File: src/rtl/fios_seq_pkg.sv
// fios_seq_pkg: shared types and constants for the word-serial FIOS
// Montgomery multiplier (fios_mm_seq).
//   state_e  - sequencer states
//   OP_*     - operand buffer selects for the write port
//   carry_w  - width of the step carry for a given word width
package fios_seq_pkg;

  typedef enum logic [2:0] {
    IDLE  = 3'd0,
    MCOMP = 3'd1,
    LOOP  = 3'd2,
    TAIL  = 3'd3,
    SUB   = 3'd4,
    OUT   = 3'd5
  } state_e;

  localparam logic [1:0] OP_A = 2'd0;
  localparam logic [1:0] OP_B = 2'd1;
  localparam logic [1:0] OP_P = 2'd2;

  // t + a*b + m*p + C with every term below 2^W (C below 2^(W+2)) stays
  // below 2^(2W+2), so the carry above the low word needs W+2 bits.
  function automatic int carry_w(input int w);
    return w + 2;
  endfunction

endpackage

File: src/rtl/fios_pe_step.sv
// fios_pe_step: one combinational FIOS multiply-accumulate step.
//   (c_o, s_o) = t_i + a_i*b_i + m_i*p_i + c_i
// Ports:
//   t_i, a_i, b_i, m_i, p_i : W-bit input words
//   c_i                     : CW-bit incoming carry
//   s_o                     : W-bit low word of the sum
//   c_o                     : CW-bit outgoing carry (sum >> W)
module fios_pe_step #(
  parameter int W  = 17,
  parameter int CW = W + 2
) (
  input  logic [W-1:0]  t_i,
  input  logic [W-1:0]  a_i,
  input  logic [W-1:0]  b_i,
  input  logic [W-1:0]  m_i,
  input  logic [W-1:0]  p_i,
  input  logic [CW-1:0] c_i,
  output logic [W-1:0]  s_o,
  output logic [CW-1:0] c_o
);

  localparam int SUMW = W + CW;

  logic [2*W-1:0]  ab;
  logic [2*W-1:0]  mp;
  logic [SUMW-1:0] sum;

  always_comb begin
    ab  = {{W{1'b0}}, a_i} * {{W{1'b0}}, b_i};
    mp  = {{W{1'b0}}, m_i} * {{W{1'b0}}, p_i};
    sum = {{CW{1'b0}}, t_i}
        + {{(SUMW-2*W){1'b0}}, ab}
        + {{(SUMW-2*W){1'b0}}, mp}
        + {{W{1'b0}}, c_i};
  end

  assign s_o = sum[W-1:0];
  assign c_o = sum[SUMW-1:W];

endmodule

File: src/rtl/fios_mm_seq.sv
// fios_mm_seq: word-serial FIOS Montgomery multiplier, RES = a*b*R^-1 mod p,
// R = 2^(W*s), with s (1..S_MAX) chosen per operation.
// Optional final subtraction enabled by defining FIOS_FINAL_SUB_EN; without
// it the result lies in [0, 2p).
// Ports:
//   clock_i, reset_i     : clock, synchronous active-high reset
//   start_i, s_i         : launch and word count (captured on accepted start)
//   p_prime_0_i          : -p^-1 mod 2^W (captured on accepted start)
//   op_we_i, op_sel_i,
//   op_addr_i, op_data_i : operand buffer write port (idle only)
//   busy_o               : accepted start until the cycle after done_o
//   RES_valid_o, RES_o   : result word stream, LSW first
//   done_o               : pulse with the last result word
module fios_mm_seq
  import fios_seq_pkg::*;
#(
  parameter int W     = 17,
  parameter int S_MAX = 8,
  localparam int SW   = $clog2(S_MAX + 1),
  localparam int AW   = $clog2(S_MAX)
) (
  input  logic          clock_i,
  input  logic          reset_i,
  input  logic          start_i,
  input  logic [SW-1:0] s_i,
  input  logic [W-1:0]  p_prime_0_i,
  input  logic          op_we_i,
  input  logic [1:0]    op_sel_i,
  input  logic [AW-1:0] op_addr_i,
  input  logic [W-1:0]  op_data_i,
  output logic          busy_o,
  output logic          RES_valid_o,
  output logic [W-1:0]  RES_o,
  output logic          done_o
);

  localparam int CW = carry_w(W);

  // Operand buffers: written only while idle, never reset.
  logic [S_MAX-1:0][W-1:0] a_q, b_q, p_q;

  state_e                  state_q, state_d;
  logic [SW-1:0]           s_q, s_d;
  logic [W-1:0]            pp0_q, pp0_d;
  logic [SW-1:0]           i_q, i_d;
  logic [SW-1:0]           j_q, j_d;     // inner word index, reused by SUB/OUT
  logic [W-1:0]            m_q, m_d;
  logic [CW-1:0]           c_q, c_d;
  logic [S_MAX-1:0][W-1:0] t_q, t_d;     // t[0..s-1]
  logic [1:0]              ttop_q, ttop_d; // t[s]
  logic                    busy_q, busy_d;
  logic                    vld_q, vld_d;
  logic [W-1:0]            res_q, res_d;
  logic                    done_q, done_d;

`ifdef FIOS_FINAL_SUB_EN
  logic [S_MAX-1:0][W-1:0] d_q, d_d;     // t - p scratch
  logic                    brw_q, brw_d;
  logic                    use_d_q, use_d_d;
  logic [W:0]              diff;
`endif

  logic [AW-1:0] ix, jx, jm1, sm1x;
  logic [SW-1:0] s_m1;
  logic          start_ok;

  logic [W-1:0]  pe_t, pe_a, pe_b, pe_m, pe_p, pe_s;
  logic [CW-1:0] pe_c, pe_co;
  logic [W-1:0]  m_next;

  assign ix       = i_q[AW-1:0];
  assign jx       = j_q[AW-1:0];
  assign jm1      = jx - AW'(1);
  assign s_m1     = s_q - SW'(1);
  assign sm1x     = s_m1[AW-1:0];
  assign start_ok = start_i && !busy_q && (s_i != '0) && (s_i <= SW'(S_MAX));
  // Only the low word matters: m makes the j=0 column vanish mod 2^W.
  assign m_next   = pe_s * pp0_q;

`ifdef FIOS_FINAL_SUB_EN
  assign diff = {1'b0, t_q[jx]} - {1'b0, p_q[jx]} - {{W{1'b0}}, brw_q};
`endif

  fios_pe_step #(.W(W), .CW(CW)) u_pe (
    .t_i (pe_t),
    .a_i (pe_a),
    .b_i (pe_b),
    .m_i (pe_m),
    .p_i (pe_p),
    .c_i (pe_c),
    .s_o (pe_s),
    .c_o (pe_co)
  );

  always_ff @(posedge clock_i) begin
    if (op_we_i && !busy_q) begin
      case (op_sel_i)
        OP_A:    a_q[op_addr_i] <= op_data_i;
        OP_B:    b_q[op_addr_i] <= op_data_i;
        OP_P:    p_q[op_addr_i] <= op_data_i;
        default: ;
      endcase
    end
  end

  always_comb begin
    state_d = state_q;
    s_d     = s_q;
    pp0_d   = pp0_q;
    i_d     = i_q;
    j_d     = j_q;
    m_d     = m_q;
    c_d     = c_q;
    t_d     = t_q;
    ttop_d  = ttop_q;
    busy_d  = done_q ? 1'b0 : busy_q;
    vld_d   = 1'b0;
    res_d   = '0;
    done_d  = 1'b0;
    pe_t    = '0;
    pe_a    = '0;
    pe_b    = '0;
    pe_m    = '0;
    pe_p    = '0;
    pe_c    = '0;
`ifdef FIOS_FINAL_SUB_EN
    d_d     = d_q;
    brw_d   = brw_q;
    use_d_d = use_d_q;
`endif
    case (state_q)
      IDLE: begin
        // The state is already IDLE during the done cycle; busy_q keeps a
        // start from being taken until busy_o has actually dropped.
        if (start_ok) begin
          s_d     = s_i;
          pp0_d   = p_prime_0_i;
          t_d     = '0;
          ttop_d  = '0;
          i_d     = '0;
          busy_d  = 1'b1;
          state_d = MCOMP;
        end
      end
      MCOMP: begin
        pe_t    = t_q[0];
        pe_a    = a_q[0];
        pe_b    = b_q[ix];
        m_d     = m_next;
        c_d     = '0;
        j_d     = '0;
        state_d = LOOP;
      end
      LOOP: begin
        pe_t = t_q[jx];
        pe_a = a_q[jx];
        pe_b = b_q[ix];
        pe_m = m_q;
        pe_p = p_q[jx];
        pe_c = c_q;
        c_d  = pe_co;
        // Column j lands in t[j-1]: the shift right by one word is the
        // division by 2^W. Column 0 is zero by construction of m.
        if (j_q != '0) t_d[jm1] = pe_s;
        if (j_q == s_m1) state_d = TAIL;
        else             j_d = j_q + SW'(1);
      end
      TAIL: begin
        pe_t         = {{(W-2){1'b0}}, ttop_q};
        pe_c         = c_q;
        t_d[sm1x]    = pe_s;
        ttop_d       = pe_co[1:0];
        i_d          = i_q + SW'(1);
        j_d          = '0;
        if (i_q + SW'(1) == s_q) begin
`ifdef FIOS_FINAL_SUB_EN
          brw_d   = 1'b0;
          state_d = SUB;
`else
          state_d = OUT;
`endif
        end else begin
          state_d = MCOMP;
        end
      end
`ifdef FIOS_FINAL_SUB_EN
      SUB: begin
        if (j_q == s_q) begin
          // Final borrow out of t[s]: t < p, keep t.
          use_d_d = !((ttop_q == 2'd0) && brw_q);
          j_d     = '0;
          state_d = OUT;
        end else begin
          d_d[jx] = diff[W-1:0];
          brw_d   = diff[W];
          j_d     = j_q + SW'(1);
        end
      end
`endif
      OUT: begin
        vld_d = 1'b1;
`ifdef FIOS_FINAL_SUB_EN
        res_d = use_d_q ? d_q[jx] : t_q[jx];
`else
        res_d = t_q[jx];
`endif
        if (j_q == s_m1) begin
          done_d  = 1'b1;
          state_d = IDLE;
        end else begin
          j_d = j_q + SW'(1);
        end
      end
      default: state_d = IDLE;
    endcase
  end

  always_ff @(posedge clock_i) begin
    if (reset_i) begin
      state_q <= IDLE;
      s_q     <= '0;
      pp0_q   <= '0;
      i_q     <= '0;
      j_q     <= '0;
      m_q     <= '0;
      c_q     <= '0;
      t_q     <= '0;
      ttop_q  <= '0;
      busy_q  <= 1'b0;
      vld_q   <= 1'b0;
      res_q   <= '0;
      done_q  <= 1'b0;
`ifdef FIOS_FINAL_SUB_EN
      d_q     <= '0;
      brw_q   <= 1'b0;
      use_d_q <= 1'b0;
`endif
    end else begin
      state_q <= state_d;
      s_q     <= s_d;
      pp0_q   <= pp0_d;
      i_q     <= i_d;
      j_q     <= j_d;
      m_q     <= m_d;
      c_q     <= c_d;
      t_q     <= t_d;
      ttop_q  <= ttop_d;
      busy_q  <= busy_d;
      vld_q   <= vld_d;
      res_q   <= res_d;
      done_q  <= done_d;
`ifdef FIOS_FINAL_SUB_EN
      d_q     <= d_d;
      brw_q   <= brw_d;
      use_d_q <= use_d_d;
`endif
    end
  end

  assign busy_o      = busy_q;
  assign RES_valid_o = vld_q;
  assign RES_o       = res_q;
  assign done_o      = done_q;

endmodule
File: config.mk
export PLATFORM = sky130hd
export DESIGN_NAME = fios_mm_seq
export DESIGN_NICKNAME = d
export VERILOG_FILES = /design/src/rtl/fios_seq_pkg.sv /design/src/rtl/fios_pe_step.sv /design/src/rtl/fios_mm_seq.sv
export SDC_FILE = /design/constraint.sdc
export NUM_CORES = 2
export LEC_CHECK = 0
export CAP_MARGIN = 20
export CORE_UTILIZATION = 40
export DETAILED_ROUTE_END_ITERATION = 10
export DONT_BUFFER_PORTS = 1
export GPL_ROUTABILITY_DRIVEN = 0
export MAX_ROUTING_LAYER = met4
export SYNTH_ARGS = -nofsm -noshare
export SYNTH_HDL_FRONTEND = slang
export SYNTH_SLANG_ARGS = --single-unit
File: constraint.sdc
create_clock -name clock_i -period 20.7 [get_ports clock_i]
set_input_delay 3.105 -clock clock_i [delete_from_list [all_inputs] [get_ports clock_i]]
set_output_delay 3.105 -clock clock_i [all_outputs]
set_load 0.005 [all_outputs]
Yosys cells after proc, flatten, opt, wreduce, memory -nomap -nowiden
Index checks and enable logic that the tools add are counted.
{ "word_totals": {"ff_bits": 634, "input_bits": 47} }
{ "classes": {"n_eq_ne": 13, "mux": 45, "n_bitwise": 1, "multipliers": 3, "addsub": 7, "order_cmp": 9, "n_reduce_logical": 29} }
{ "op_table": {"columns": ["op", "n"], "rows": [
  ["bitwise mux 136 bit", 5],
  ["one-hot mux 136 bit (3 select lines)", 1],
  ["two-way mux 136 bit", 2],
  ["binary-select mux 17 bit (select 3 bit)", 4],
  ["two-way mux 17 bit", 10],
  ["demux 17 bit (select 3 bit)", 3],
  ["multiplier 17 x 17 -> 34 bit", 2],
  ["one-hot mux 17 bit (3 select lines)", 1],
  ["one-hot mux 19 bit (2 select lines)", 1],
  ["adder 36 x 19 -> 36 bit", 1],
  ["adder 36 x 34 -> 36 bit", 1],
  ["adder 17 x 34 -> 35 bit", 1],
  ["one-hot mux 17 bit (2 select lines)", 1],
  ["< comparator 3 x 4 -> 1 bit (second input constant)", 5],
  ["two-way mux 19 bit", 1],
  ["multiplier 17 x 17 -> 17 bit", 1],
  ["one-hot mux 4 bit (2 select lines)", 2],
  ["one-hot mux 3 bit (5 select lines)", 1],
  ["two-way mux 3 bit", 4],
  ["AND reduction 2 bit", 6],
  ["!= test 2 bit (second input constant)", 5],
  ["OR reduction 2 bit", 5],
  [">= comparator 3 x 1 -> 1 bit (second input constant)", 3],
  ["adder 4 x 1 -> 4 bit (second input constant)", 2],
  ["22 further kinds", 39]
]} }

Depth between registers and ports, before layout
{ "logic_depth": {"depth_word": 10, "mapped_depth": 65} }

Cells and area by module
Synthesis repeated with hierarchy kept, for this count alone.
{ "unflattened": {"hier_cells": 4554, "area_unflattened_um2": 50405.8} }
{ "modules_own_cells": {"columns": ["module", "seq_area_each_um2", "cells_per_inst", "instances", "area_per_inst_um2"], "rows": [
  ["fios_mm_seq", 16776.1, 2275, 1, 29716.0],
  ["fios_pe_step", 0.0, 2279, 1, 20689.8]
]} }

Worst setup path after synthesis
No wires, ideal clock.
{ "synth_path": {"path_kind": "reg-to-reg", "start": "register j_q[0]", "end": "register m_q[16]", "arrival_ns": 16.378, "setup_time_ns": 0.131, "synth_period_minus_slack_ns": 16.509, "stages_incl_launch_ff": 62, "setup_slack_ns": 4.191, "cell_sequence": "dfxtp_1 > clkbuf_1 > buf_1 > clkbuf_1 > buf_1 > mux4_2 > mux2i_1 > o21ai_0 > fa_1 > fa_1 > ha_1 > ha_1 > inv_1 > fa_1 > inv_1 > ha_1 > inv_1 > fa_1 > (+26 left out) > fa_1 > fa_1 > inv_1 > fa_1 > inv_1 > fa_1 > fa_1 > xor2_1 > xnor2_1 > xnor2_1 > xnor3_1 > xor3_1 > xnor3_1 > xnor3_1 > xnor3_1 > xor2_1 > nand2_1 > a21oi_2"} }
{ "synth_via": {"elab_chain_cells": 8, "word_cells_on_any_way": 15, "cone_classes": "3 x add/sub; 3 x mul; 9 x mux"} }
{ "synth_rtl": {"columns": ["item", "line_no", "text"], "rows": [
  ["from (decl)", "fios_mm_seq.sv:46", "logic [SW-1:0] j_q, j_d;"],
  ["from (signal assigned)", "fios_mm_seq.sv:243", "j_q <= j_d;"],
  ["binary-select mux 17 bit (select 3 bit)", "fios_mm_seq.sv:156", "pe_a = a_q[jx];"],
  ["two-way mux 17 bit (implied by the code)", "fios_mm_seq.sv:156", null],
  ["one-hot mux 17 bit (2 select lines)", "fios_mm_seq.sv:131", "case (state_q)"],
  ["multiplier 17 x 17 -> 34 bit", "fios_pe_step.sv:29", "ab = {{W{1'b0}}, a_i} * {{W{1'b0}}, b_i};"],
  ["adder 17 x 34 -> 35 bit", "fios_pe_step.sv:32", "+ {{(SUMW-2*W){1'b0}}, ab}"],
  ["adder 36 x 34 -> 36 bit (*)", "fios_pe_step.sv:33", "+ {{(SUMW-2*W){1'b0}}, mp}"],
  ["adder 36 x 19 -> 36 bit (*)", "fios_pe_step.sv:34", "+ {{W{1'b0}}, c_i};"],
  ["multiplier 17 x 17 -> 17 bit (*)", "fios_mm_seq.sv:78", "assign m_next = pe_s * pp0_q;"],
  ["to (signal assigned)", "fios_mm_seq.sv:244", "m_q <= m_d;"],
  ["to (decl)", "fios_mm_seq.sv:47", "logic [W-1:0] m_q, m_d;"]
]} }
Every way passes the cells marked *; elsewhere a longest branch is shown, timed or not. The select of a mux whose other input is x is not followed.
A chain may end at the register's enable or synchronous reset.

Worst setup path after layout
{ "layout_path": {"start": "register state_q[0]", "end": "register m_q[16]"} }
{ "layout_via": {"elab_chain_cells": 8, "word_cells_on_any_way": 17, "cone_classes": "3 x add/sub; 3 x mul; 3 x eq/ne; 6 x mux; 2 x reduce/logical"} }
{ "layout_rtl": {"columns": ["item", "line_no", "text"], "rows": [
  ["from (decl)", "fios_mm_seq.sv:42", "state_e state_q, state_d;"],
  ["from (signal assigned)", "fios_mm_seq.sv:239", "state_q <= state_d;"],
  ["== test 3 x 2 -> 1 bit or == test 3 x 1 -> 1 bit (tied branches)", "fios_mm_seq.sv:131", null],
  ["OR reduction 2 bit (no line)", null, null],
  ["two-way mux 17 bit", null, null],
  ["multiplier 17 x 17 -> 34 bit", "fios_pe_step.sv:29", null],
  ["adder 17 x 34 -> 35 bit", "fios_pe_step.sv:32", null],
  ["adder 36 x 34 -> 36 bit", "fios_pe_step.sv:33", null],
  ["adder 36 x 19 -> 36 bit", "fios_pe_step.sv:34", null],
  ["multiplier 17 x 17 -> 17 bit", "fios_mm_seq.sv:78", null]
]} }
Several ways; a longest one is shown, not always the timed one.

==> results.cfg <==
[run_status]
status = completed

[place]
portBuffers = 0
hpwlAfterDp_um = 93600
post-place-ws_ns = 3.40

[final_layout]
fill_cells = 11702
nets = 5392
seqCellArea_mm2 = 0.0168
multiInputGateArea_mm2 = 0.0297
syn_to_final_growth_pct = 8.21
drive_gt1_share_pct = 8.25
fin_util_pct = 43.6

[floorplan]
start_util_pct = 40.3
die_w_um = 355
die_area_mm2 = 0.126
fp-row-count = 129
coreArea_mm2 = 0.124
die_height_um = 355
io_pins = 67

[clock_tree]
cts_hold_buf = 0
clk_path_buf_depth = 3
path_clk_slew_ns = 0.06
post-cts-setup-buffers = 0
clkLatencyLatePin_ns = 0.62
cts_root_buffer = clkbuf_16
cts_tree = built
cts_made_buffers = 66
cts_resized = 0
htree_levels = 3
cts.sinks = 634

[drt]
drtPass1Iterations = 6
drt_wl_total_um = 127000
wl_per_cell_um = 20.7
via_count = 32491
drtIter0Drc = 2402
ant_nets = 0
viasPerCell = 5.29
drc = 0

[sta]
tightest_slew_ns = 1.10
period_share_pct = 83.3
fin_ws_ns = 3.46
skew_ns = 0.0234
setup_tns_ns = 0
slew_headroom_pct = 26.8
final_hold_viol_count = 0
setup_viol = 0
finalCriticalPeriod_ns = 17.24
fmax_ghz = 0.0580
rsz0062_at_grt = false
drv_slew = 0

[logic_synthesis]
synth_cells = 4519
ys.warnings.count = 0
synth_edf_count = 408
synth_top_flop_cell = edfxtp_1
synth.area.mux_share_pct = 7.62
syn_area_mm2 = 0.0499
ys_ff_latch = 634
synth_adder_area_share_pct = 31.7
avgSynthCellArea_um2 = 11.0
synth_xor_area_share_pct = 2.09
synthArstFlopShare_pct = 0
synth-compound-area-share_pct = 5.93
synth_nets = 5462
synthDistinctLibCells = 65
ys_seq_area_share_pct = 33.7
synthSimpleGateAreaFrac_pct = 12.1
synth_top_family_by_area = adder cells

[critical_path]
cp_slowest_cell = nor2_1
critPathMostFrequentCell = fa_1
required_ns = 21.25
criticalPathCategory = flip-flop to flip-flop
crit_path_start_kind = flip-flop
critPathCaptureType = flip-flop
slowest_delay_ns = 0.75
arrival_ns = 17.79
worstPathMaxFanout = 56

[power_and_ir_drop]
p_sw_w = 0.000729
p_leak_nw = 20.8
ir_worst_vdd_v = 0.0000709
sw_frac_of_total_pct = 25.4
power.density_mw_per_mm2 = 53.2
power_frac_seq_pct = 47.7
pwr-share-comb_pct = 11.1
internal_power_w = 0.00214
power_frac_clock_pct = 41.2

[global_routing]
grt_remaining_overflow = 0
grt_pass1_wl_um = 200000
grt_max_degree = 212
antenna_found_initial = 5
grt_pass1_vias = 33987
grt_usage_pct = 21.2

[min_path]
holdCritPathClass = flip-flop to flip-flop

[flow_run]
maxCapViolCount = 0
-- registers in the layout (all words and copies together) (netlist names), 17 cells and up --
name	flops
t_q	136
m_q	17
c_q	19
p_q	136
a_q	136
b_q	136
RES_o	17
pp0_q	17
-- layout make-up --
class / count / area share, %
Clock inverter: 27 / 0.508
Clock buffer: 91 / 3.46
Inverter: 683 / 4.75
Multi-Input combinational cell: 2972 / 55.1
Timing Repair Buffer: 92 / 1.28
Antenna cell: 5 / 0.0232
Sequential cell: 634 / 31.1
Tap cell: 1637 / 3.80
-- synth_stat cells (6+ instances only) --
| library cell | number | area [um2] |
|---|---|---|
| nand4_1 | 7 | 43.8 |
| ha_1 | 283 | 3540 |
| o21bai_1 | 12 | 90.1 |
| nand3b_1 | 7 | 52.6 |
| clkbuf_1 | 198 | 743 |
| o22ai_1 | 9 | 56.3 |
| and3_1 | 9 | 56.3 |
| nor2_1 | 340 | 1280 |
| nand2_1 | 501 | 1880 |
| or2_2 | 8 | 50.1 |
| nand3_1 | 37 | 185 |
| xnor2_1 | 64 | 561 |
| a22oi_1 | 151 | 1130 |
| and2_1 | 251 | 1570 |
| o21ai_0 | 56 | 280 |
| a21oi_1 | 109 | 546 |
| o21a_1 | 14 | 105 |
| o21ai_1 | 10 | 50.1 |
| nor2b_1 | 34 | 213 |
| xor2_1 | 34 | 298 |
| buf_1 | 26 | 97.6 |
| mux2_2 | 12 | 135 |
| edfxtp_1 | 408 | 12300 |
| fa_1 | 613 | 12300 |
| dfxtp_1 | 226 | 4520 |
| nand2b_1 | 51 | 319 |
| xnor3_1 | 7 | 158 |
| or3_1 | 6 | 37.5 |
| a211oi_1 | 11 | 82.6 |
| inv_1 | 683 | 2560 |
| mux2i_1 | 60 | 601 |
| nor3_1 | 47 | 235 |
| a21o_1 | 30 | 225 |
| a31oi_1 | 12 | 75.1 |
| mux4_2 | 136 | 3060 |
-- per-stage QoR --
step           cell area [um2]  hold slack, ns  power [W]  std cells
3_3_place_gp             51800           0.442    0.00171       6018
3_5_place_dp             51800           0.450    0.00171       6018
6_report                 53900           0.459    0.00287       6141
4_1_cts                  53900           0.459    0.00289       6136
2_1_floorplan            49900           0.437    0.00161       4519
5_1_grt                  53900           0.487    0.00298       6137
-- worst paths after layout --
check                  start        end  depth (start not counted)  slack, ns
setup / recovery  state_q[0]    m_q[16]                         54       3.46
setup reg to reg  state_q[0]    m_q[16]                         54       3.46
hold reg to reg    pp0_q[16]  pp0_q[16]                          2       0.46
hold / removal     pp0_q[16]  pp0_q[16]                          2       0.46
-- cells by family after synthesis --
group / count (synthesis)
AND/OR/NAND/NOR: 1312
XOR/XNOR: 106
adder cells (fa/ha/maj): 896
buffers and inverters: 913
flip-flops: 634
multiplexers: 208
AO/OA/AOI/OAI: 450
-- power by group through the flow --
stage | clock network (W) | registers (W) | logic [W]
6_report | 0.00118 | 0.00137 | 0.000318
5_1_grt | 0.00125 | 0.00137 | 0.000351
4_1_cts | 0.00121 | 0.00137 | 0.000319
2_1_floorplan | 0 | 0.00138 | 0.000225
3_3_place_gp | 0 | 0.00140 | 0.000314
3_5_place_dp | 0 | 0.00140 | 0.000317
-- cell usage in the layout, fill, tap and decap left out, types with 33 or more instances in the layout --
cell type	instances
nand2_1	500
a22oi_1	151
dfxtp_1	222
xor2_1	34
nor2_1	325
and2_1	251
buf_4	92
clkbuf_16	68
o21ai_0	56
xnor2_1	63
nand2b_1	51
fa_1	613
mux2i_1	60
inv_1	683
mux4_2	136
nor2b_1	33
nand3_1	37
nor3_1	46
a21oi_1	109
edfxtp_1	408
ha_1	283
-- routing by layer --
metal	wire, um	part of all wire (%)	vias to the layer above	track usage (%)
li1	-	-	14639	-
met1	54500	43	16723	27.8
met2	61500	48	942	34.5
met3	7520	5.9	187	2.59
met4	3340	2.6	0	6.07
met5	0	0	-	-
-- worst max-delay path: cells and delay by family, from the launching register on --
family / cells / cell delay (ns)
compound gates: 7 / 1.29
buf+inv: 9 / 1.13
fa+ha+maj: 19 / 8.93
simple gates: 9 / 2.95
mux: 1 / 0.22
flops: 1 / 0.56
xor+xnor: 9 / 2.06
Power figures use the tool's default switching activity.
==> patch (config.mk and constraints unchanged) <==
Register the input `p_prime_0_i` before use. The logic sees it one clock later. The other inputs are not delayed to match.
--- a/src/rtl/fios_mm_seq.sv
+++ b/src/rtl/fios_mm_seq.sv
@@ -36,6 +36,12 @@
 
   localparam int CW = carry_w(W);
 
+  logic [W-1:0] p_prime_0_q;
+
+  always_ff @(posedge clock_i) begin
+    p_prime_0_q <= p_prime_0_i;
+  end
+
   // Operand buffers: written only while idle, never reset.
   logic [S_MAX-1:0][W-1:0] a_q, b_q, p_q;
 
@@ -134,7 +140,7 @@
         // start from being taken until busy_o has actually dropped.
         if (start_ok) begin
           s_d     = s_i;
-          pp0_d   = p_prime_0_i;
+          pp0_d   = p_prime_0_q;
           t_d     = '0;
           ttop_d  = '0;
           i_d     = '0;
Behaviour: no difference found for any inputs over 4 cycles, from zero or initial values and one cycle with reset_i high; that may be too few to reach the edited logic, so the function may still have changed.
==> patch against the unedited design <==
- sequential cell count increased by 17
- routed wire length increased by 2.0%
- first-iteration DRC count increased by 4.6%
- count of clock-buffer cells in the layout increased by 11
- non-clock buffer count increased by 10
- via count increased by 0.70%
- clock skew increased by 0.038 ns
- power increased by 0.98%
- area after synthesis increased by 0.59%
- critical path depth increased by 2
- worst setup slack improved by 0.50 ns
- critical path type unchanged
- cell area increased by 0.75%
- largest power group unchanged
- utilization increased by 0.21 points
==> patch: results (changes against the unedited design) <==
| Metric | Value |
|---|---|
| Nonclk buf count | 102 (+11%) |
| # clk buffers | 102 (+12%) |
| Unique cell type count in the Yosys netlist | 74 (+14%) |
| CP Max Fanout | 40 (-29%) |
| Pre-CTS setup slack | 3.85 ns (+0.453 ns) |
| Proportion of cell area occupied by registers | 0.315 (+0.00397) |
| Number of buffers inserted during clock tree synthesis | 70 (+6.1%) |
| Total GRT Usage | 0.216 (+0.00416) |
| Inverters | 693 (+1.5%) |
| Multi-input logic portion of the cell area | 0.545 (-0.00603) |
| DRC marker count from the first detailed-route iteration | 2513 (+4.6%) |
| Result of the run | finished clean |
| Number of fill cells | 11685 (-0.15%) |
| Crit path largest cell delay | 0.80 ns (+0.05 ns) |
| Critical R2R Launch | j_q[0] |
| Placed wire-length estimate after detailed placement | 92200 um (-1.5%) |
| Cells taking the most area after synthesis | fa_1 (24%), edfxtp_1 (24%), dfxtp_1 (9.7%) |
| Multi-input combinational cell count | 2955 (-0.57%) |
| Non-clock buffer area fraction after layout | 0.0141 (+0.00129) |
| Worst Max-Slew Pin Slew | 1.15 ns (+0.0565 ns) |
| Leak pwr | 21.0 nW (+0.89%) |
| Top cell types by occurrence after synthesis | inv_1 (693), fa_1 (613), nand2_1 (486) |
| Worst clock skew | 0.0612 ns (+0.0378 ns) |
| Max VDD drop | 0.0788 mV (+11%) |
| Start point of the worst min-delay path | p_prime_0_q[3] |
| Number of vias per cell | 5.31 (+0.33%) |
| Via count of the first global-routing pass | 34255 (+0.79%) |
| Synth Register Bits | 651 (+2.7%) |
| Final std cells w/o fill | 6164 (+0.37%) |
| Layout net count | 5416 (+0.45%) |
| First-pass GRT wire length | 203000 um (+1.4%) |
| Placed Instance Area | 52100 um^2 (+0.65%) |
| Nets in the synthesized netlist | 5468 (+0.11%) |
| Part of the Yosys area used for sequential elements | 0.341 (+0.00480) |
[patch: cell types whose count changed in the layout (fill, tap and decap cells not counted), sizes merged, moves of 8 or more]
cell and change:
nor3 -35, nor2b +20, nand2b +19, dfxtp +17, a21oi +16, nand2 -14, clkbuf +11, o21ai +11
a22o +10, buf +10, inv +10, mux2 -9, a21o +8
[patch: metrics by stage]
step	utilization	power [W]
finish	0.438	0.00290
global route	0.438	0.00300
global placement	0.420	0.00171
floorplan	-	0.00162
CTS	0.438	0.00292
detailed placement	0.420	0.00171
[patch: final timing paths]
check | to | slack [ns] | cells after the start
max | m_q[16] | 3.96 | 56
min | pp0_q[3] | 0.44 | 2
max reg2reg | m_q[16] | 3.96 | 56
min reg2reg | pp0_q[3] | 0.44 | 2
[patch: layer usage]
metal | track usage | wire length, um | up-vias
li1 | - | - | 14635
met1 | 0.285 | 55800 | 16869
met2 | 0.351 | 62700 | 1040
met3 | 0.0298 | 8310 | 176
met4 | 0.0525 | 2690 | 0
met5 | - | 0 | -
[patch: cells by family (layout without fill, tap and decap cells)]
logic type / Yosys count / count (layout) / share of synthesized area
adders and majority gates: 896 / 896 / 0.315
muxes: 199 / 199 / 0.0737
xor gates and xnor gates: 106 / 106 / 0.0198
DFF: 651 / 651 / 0.341
and+or+nand+nor: 1282 / 1282 / 0.118
buffers and inverters: 919 / 920 / 0.0695
other: 0 / 1 / 0
AOI/OAI and AO/OA: 472 / 472 / 0.0622
[patch: power groups by stage]
stage	combinational (W)	clock (W)	sequential (W)
2_1_floorplan	0.000197	0	0.00142
3_3_place_gp	0.000276	0	0.00143
3_5_place_dp	0.000279	0	0.00143
4_1_cts	0.000280	0.00124	0.00140
5_1_grt	0.000308	0.00129	0.00141
6_report	0.000280	0.00122	0.00140
